--- src/rtl/exu_mul_wb_ctl.sv ---
// Writeback buffer behind the 3-stage multiplier: in-order FIFO of {rd, tag, data}
// feeding the register-file writeback arbiter via valid/ready, with flush and overflow.
module exu_mul_wb_ctl #(
   parameter int unsigned DEPTH        = 4,
   parameter int unsigned TAG_W        = 4,
   parameter int unsigned AFULL_MARGIN = 3
) (
   input  logic                       clk,
   input  logic                       rst,
   input  logic                       freeze,
   input  logic                       e3_valid,
   input  logic                       e3_kill,
   input  logic [4:0]                 e3_rd,
   input  logic [TAG_W-1:0]           e3_tag,
   input  logic [31:0]                e3_result,
   input  logic                       e4_flush,
   input  logic                       wb_ready,
   output logic                       wb_valid,
   output logic [4:0]                 wb_rd,
   output logic [TAG_W-1:0]           wb_tag,
   output logic [31:0]                wb_data,
   output logic                       almost_full,
   output logic [$clog2(DEPTH):0]     count,
   output logic                       overflow
);

   localparam int unsigned PTR_W = $clog2(DEPTH);
   localparam int unsigned CNT_W = PTR_W + 1;
   localparam logic [CNT_W-1:0] FULL_LVL  = CNT_W'(DEPTH);
   localparam logic [CNT_W-1:0] AFULL_LVL = CNT_W'(DEPTH - AFULL_MARGIN);

   logic [4:0]       mem_rd   [DEPTH];
   logic [TAG_W-1:0] mem_tag  [DEPTH];
   logic [31:0]      mem_data [DEPTH];

   logic [PTR_W-1:0] wptr_q, rptr_q;
   logic [CNT_W-1:0] count_q;
   logic             overflow_q;

   logic push_req, pop, full, push, drop;

   always_comb begin
      push_req = e3_valid & ~e3_kill & ~freeze & ~e4_flush & (e3_rd != 5'd0);
      pop      = (count_q != '0) & wb_ready & ~e4_flush;
      full     = (count_q == FULL_LVL);
      // A full FIFO still accepts a push when the head retires in the same cycle.
      push     = push_req & (~full | pop);
      drop     = push_req & full & ~pop;
   end

   always_ff @(posedge clk) begin
      if (rst) begin
         wptr_q     <= '0;
         rptr_q     <= '0;
         count_q    <= '0;
         overflow_q <= 1'b0;
         for (int i = 0; i < int'(DEPTH); i++) begin
            mem_rd[i]   <= '0;
            mem_tag[i]  <= '0;
            mem_data[i] <= '0;
         end
      end else if (e4_flush) begin
         wptr_q  <= '0;
         rptr_q  <= '0;
         count_q <= '0;
      end else begin
         if (push) begin
            mem_rd[wptr_q]   <= e3_rd;
            mem_tag[wptr_q]  <= e3_tag;
            mem_data[wptr_q] <= e3_result;
            wptr_q           <= wptr_q + PTR_W'(1);
         end
         if (pop) begin
            rptr_q <= rptr_q + PTR_W'(1);
         end
         count_q <= count_q + CNT_W'(push) - CNT_W'(pop);
         if (drop) begin
            overflow_q <= 1'b1;
         end
      end
   end

   always_comb begin
      wb_valid    = (count_q != '0);
      wb_rd       = mem_rd[rptr_q];
      wb_tag      = mem_tag[rptr_q];
      wb_data     = mem_data[rptr_q];
      almost_full = (count_q >= AFULL_LVL);
      count       = count_q;
      overflow    = overflow_q;
   end

endmodule
--- config.mk ---
export PLATFORM = sky130hd
export DESIGN_NAME = exu_mul_wb_ctl
export DESIGN_NICKNAME = d
export VERILOG_FILES = /design/src/rtl/exu_mul_wb_ctl.sv
export SDC_FILE = /design/constraint.sdc
export NUM_CORES = 1
export LEC_CHECK = 0
export ABC_AREA = 1
export BUFFER_PORTS_ARGS = -buffer_cell sky130_fd_sc_hd__buf_4
export CORE_UTILIZATION = 40
export CTS_CLUSTER_SIZE = 40
export DETAILED_ROUTE_END_ITERATION = 10
export GPL_TIMING_DRIVEN = 0
export PLACE_DENSITY = 0.67
export SETUP_SLACK_MARGIN = 0.02
export SYNTH_ARGS = -nofsm -noshare
export SYNTH_HDL_FRONTEND = slang
export SYNTH_SLANG_ARGS = --single-unit
--- constraint.sdc ---
create_clock -name clk -period 6.14 [get_ports clk]
set_clock_uncertainty 0.2 [all_clocks]
set_input_delay 1.228 -clock clk [delete_from_list [all_inputs] [get_ports clk]]
set_output_delay 1.228 -clock clk [all_outputs]
set_load 0.01 [all_outputs]
=== Word-level counts from Yosys, hierarchy flattened ===
Memory sizes are Yosys's and may differ from the RTL's. A register that Yosys moved wholly into a read port is not among the register bits.
Cells that the tools add are included.

* Equality and inequality tests: 1
* Magnitude comparators: 1
* Reductions and logical operators: 7
* Bitwise gates (word level): 15
* Multiplexer cells: 21
* Add/sub/neg operators: 4

{| class="wikitable"
|+ Operator list
! kind !! count
|-
| $mux 32 || 1
|-
| $reduce_or 32->1 || 1
|-
| $mux 2 || 9
|-
| $and 1x1->1 || 9
|-
| $mux 1 || 9
|-
| $mux 5 || 1
|-
| $not 1->1 || 5
|-
| $reduce_bool 5->1 || 1
|-
| $reduce_or 5->1 || 1
|-
| $add 2x1->2 const B || 2
|-
| $mux 4 || 1
|-
| $reduce_or 4->1 || 1
|-
| $add 3x1->3 || 1
|-
| $eq 3x3->1 const B || 1
|-
| $ge 3x1->1 const B || 1
|-
| $reduce_bool 3->1 || 1
|-
| $sub 3x1->3 || 1
|-
| $reduce_and 2->1 || 1
|-
| $reduce_or 2->1 || 1
|-
| $or 1x1->1 || 1
|}

* Memories kept: 3
* Logic and storage cells: 56
* Bits of input ports: 48
* Output and inout bits: 47
* Bits in registers: 8
* RAM bits: 164

{| class="wikitable"
|+ Memories
! memory !! words !! width !! rd ports !! clocked after memory_dff !! wr ports !! RTL line !! source
|-
| mem_data || 4 || 32 || 1 || 1 || 4 || 34 || <nowiki>logic [31:0] mem_data [DEPTH];</nowiki>
|-
| mem_rd || 4 || 5 || 1 || 1 || 4 || 32 || <nowiki>logic [4:0] mem_rd [DEPTH];</nowiki>
|-
| mem_tag || 4 || 4 || 1 || 1 || 4 || 33 || <nowiki>logic [TAG_W-1:0] mem_tag [DEPTH];</nowiki>
|}

=== Longest topological paths before layout ===
* Depth in word-level cells: 12
* Depth in mapped cells: 9
* Depth with buffers taken out: 9

=== Worst setup path after synthesis ===
Ideal clock, no wire load.

* Path type: input to register
* Start point: input freeze
* End point: memory mem_data[0][0], enable pin
* Buffers on the path: 0
* Data arrival time: 4.570 ns
* Stages on the path: 5
* Path slack: 0.873 ns
* Path through: inv_1 -> nand2_2 -> nor2_4 -> nand3_4 -> o21ai_0

{| class="wikitable"
|+ RTL lines
! what !! RTL line !! source
|-
| start: declaration || 10 || <nowiki>input logic freeze,</nowiki>
|-
| end: declaration || 34 ||
|}

==> reports/results.tsv <==
metric	value	unit
crit_fanout	10	
clock_path_buffers	2	
avgRoutedWirePerCell	16.91	um
crit_chain	buf_2, clkbuf_1, o21ai_0, o22ai_1, buf_4	
outcome	finished, final reports clean	
post-route-util	50.96	%
yosysSeqAreaShare	65.26	%
ff2ff_path_depth	5	
fin_crit	3.533	ns
syn_area	7853	sq um
holdCritStartpoint	overflow	
cts-root-buf	clkbuf_16	
power_density	277.7	nW/um^2
synth_warnings	0	
clk_pin_slew_worst_paths	0.06	ns
min_path_cells	2	
setup_viol	0	
num_rows	50	
dr.pass1.iters	5	
tightest_slew	0.8793	ns
fmaxAchievable	283.0	MHz
cts_setup_buffers	0	
syn_inst	693	
vias_per_cell	4.928	
synth_top_family_by_area	simple AND/OR/NAND/NOR gates	
drt-initial-drc-count	397	
yosysUniqueCellTypes	26	
crit_buf_inv	3	
drive_gt1_share	26.61	%
cp_slowest_cell	clkbuf_1	
cts_htree_levels	4	
power.leakage	4.208	nW
cts_resized	0	
ios	95	
drc	0	
vias	5337	
antenna_left	0	
r2r_start	count[0]	
reg2reg_slack	3.79	ns
ir_drop	0.0002137	V
synth_mux_area_share	0	%
timing.final.ws_setup	2.607	ns
nets	861	
cts_tree	done	
syn2layout_area_growth	23.01	%
cts_sinks	174	
die_h	142.1	um
period_share	57.55	%
cp.arrival	2.11	ns
clkLatencyLatePin	0.43	ns
worstHoldEndpoint	overflow	
synth-simple-area-share	19.01	%
tns	0	ns
antenna_cells	0	
timing_hold_violations_final	0	
endpoint_kind	output port	
numCtsBuffers	17	
routed_wl	18320	um
antenna_found_initial	0	
slew_viol_final	0	
total_power	2.682	mW
max-slew-margin-rel	41.16	%
rsz0062_at_grt	no	
core	18960	sq um
yosys.area_share.xor_xnor	0.2231	%
grt_pass1_vias	5262	
cp-start-kind	register	
crit_type	register to output port	
max-cap-violations	0	
slowest_delay	0.43	ns
grt.total_usage	19.13	%
synth_seq_cells	174	
synth_area_per_cell	11.33	sq um
place.port_buffers	94	
cts_hold_buf	0	
cpLargestDelayFamily	buffers and inverters	
grt_pass1_wl	28200	um
pre_cts_ws	2.715	ns
synth_nets	744	
die_width	142.1	um
required	4.71	ns
start_util	41.43	%
grt_max_degree	23	
gp_congestion	0.7421	
synth_compound_gate_area_share	9.210	%
synth_fa_ha_area_share	0.5736	%
min_path_type	register to register	
hpwl	11830	um
grt_overflow	0	
die_area	20200	sq um
fill_cells	1673	
regToRegEndpoint	mem_tag[0][2]	
==> layer usage <==
| metal | wire length (um) | track usage (%) |
|---|---|---|
| met5 | 0 | 0 |
| met4 | 289 | 7.187 |
| met3 | 1105 | 4.273 |
| met2 | 9426 | 32.79 |
| met1 | 7495 | 23.56 |
==> power breakdown <==
part           leakage [nW]  total [mW]  switching, mW  internal [mW]
sequential             1.77        1.35         0.0113           1.34
clock                 0.314        1.19          0.434          0.755
combinational          2.13       0.143         0.0846         0.0584
==> layout make-up <==
cell class	instances	area [sq um]	area share, %
well taps	260	325.3	3.368
repair buffers	98	785.8	8.135
clock inverters	14	221.5	2.293
clock buffers	18	429.2	4.443
multi-input cells	417	2323	24.05
inverters	61	229.0	2.370
plain buffers	41	220.2	2.280
flip-flops and latches	174	5125	53.06
==> worst min-delay path, delay by kind of cell, from the launching register on <==
kind               cells  cell delay, ns
DFF                    1            0.33
AOI/OAI and AO/OA      1            0.04
and+or+nand+nor        1            0.08
==> cell usage after synthesis, drive strengths merged <==
cell type	instances	area, sq um
nand4	1	6.260
nand2	57	519.2
clkbuf	34	127.6
inv	61	229.0
o21ai	88	440.4
nand3	4	42.54
a21oi	4	20.02
ha	2	25.02
a31oi	1	6.260
edfxtp	164	4925
nor2	216	924.6
o22ai	41	256.5
dfxtp	10	200.2
xor2	2	17.52
fa	1	20.02
buf	7	92.59
==> worst max path at each step <==
stage / startpoint / endpoint / slack (ns) / cells past startpoint
after floorplan: freeze / mem_data[0][0] / 0.87 / 5
after global placement: freeze / mem_data[3][16] / -1.66 / 6
after detailed placement: freeze / mem_data[0][25] / 2.71 / 7
after CTS: register / wb_rd[4] / 2.61 / 5
after global routing: register / wb_rd[3] / 2.50 / 5
final: register / wb_rd[3] / 2.61 / 5
==> state kept, by name (all words and copies together) (netlist names), named ones only <==
name      flops
mem_data    128
mem_rd       20
mem_tag      16
count         3
rptr_q        2
wptr_q        2
overflow      1
==> through the flow <==
step	area [sq um]	std cells	hold WS [ns]
detailed placement	9009	1051	0.2742
floorplan	7853	693	0.2334
global placement	8884	1047	0.2536
CTS	9659	1083	0.2933
global route	9659	1083	0.3324
finish	9659	1083	0.2895
==> layout by cell type, fill, tap and decap left out, types with 4 or more instances in the layout <==
master and count:
a21oi_1 4, buf_12 8, buf_4 94, bufinv_16 6
clkbuf_1 35, clkbuf_16 17, clkinv_1 4, dfxtp_1 10
edfxtp_1 164, inv_1 59, nand2_1 15, nand2_4 40
nor2_1 178, nor2_2 36, o21ai_0 84, o21ai_4 4
o22ai_1 41
==> cells by family after synthesis <==
| group | count (synthesis) |
|---|---|
| buffers and inverters | 102 |
| adders and majority gates | 3 |
| AOI/OAI and AO/OA | 134 |
| xor gates and xnor gates | 2 |
| DFF | 174 |
| and+or+nand+nor | 278 |
(Power assumes the default switching activity.)
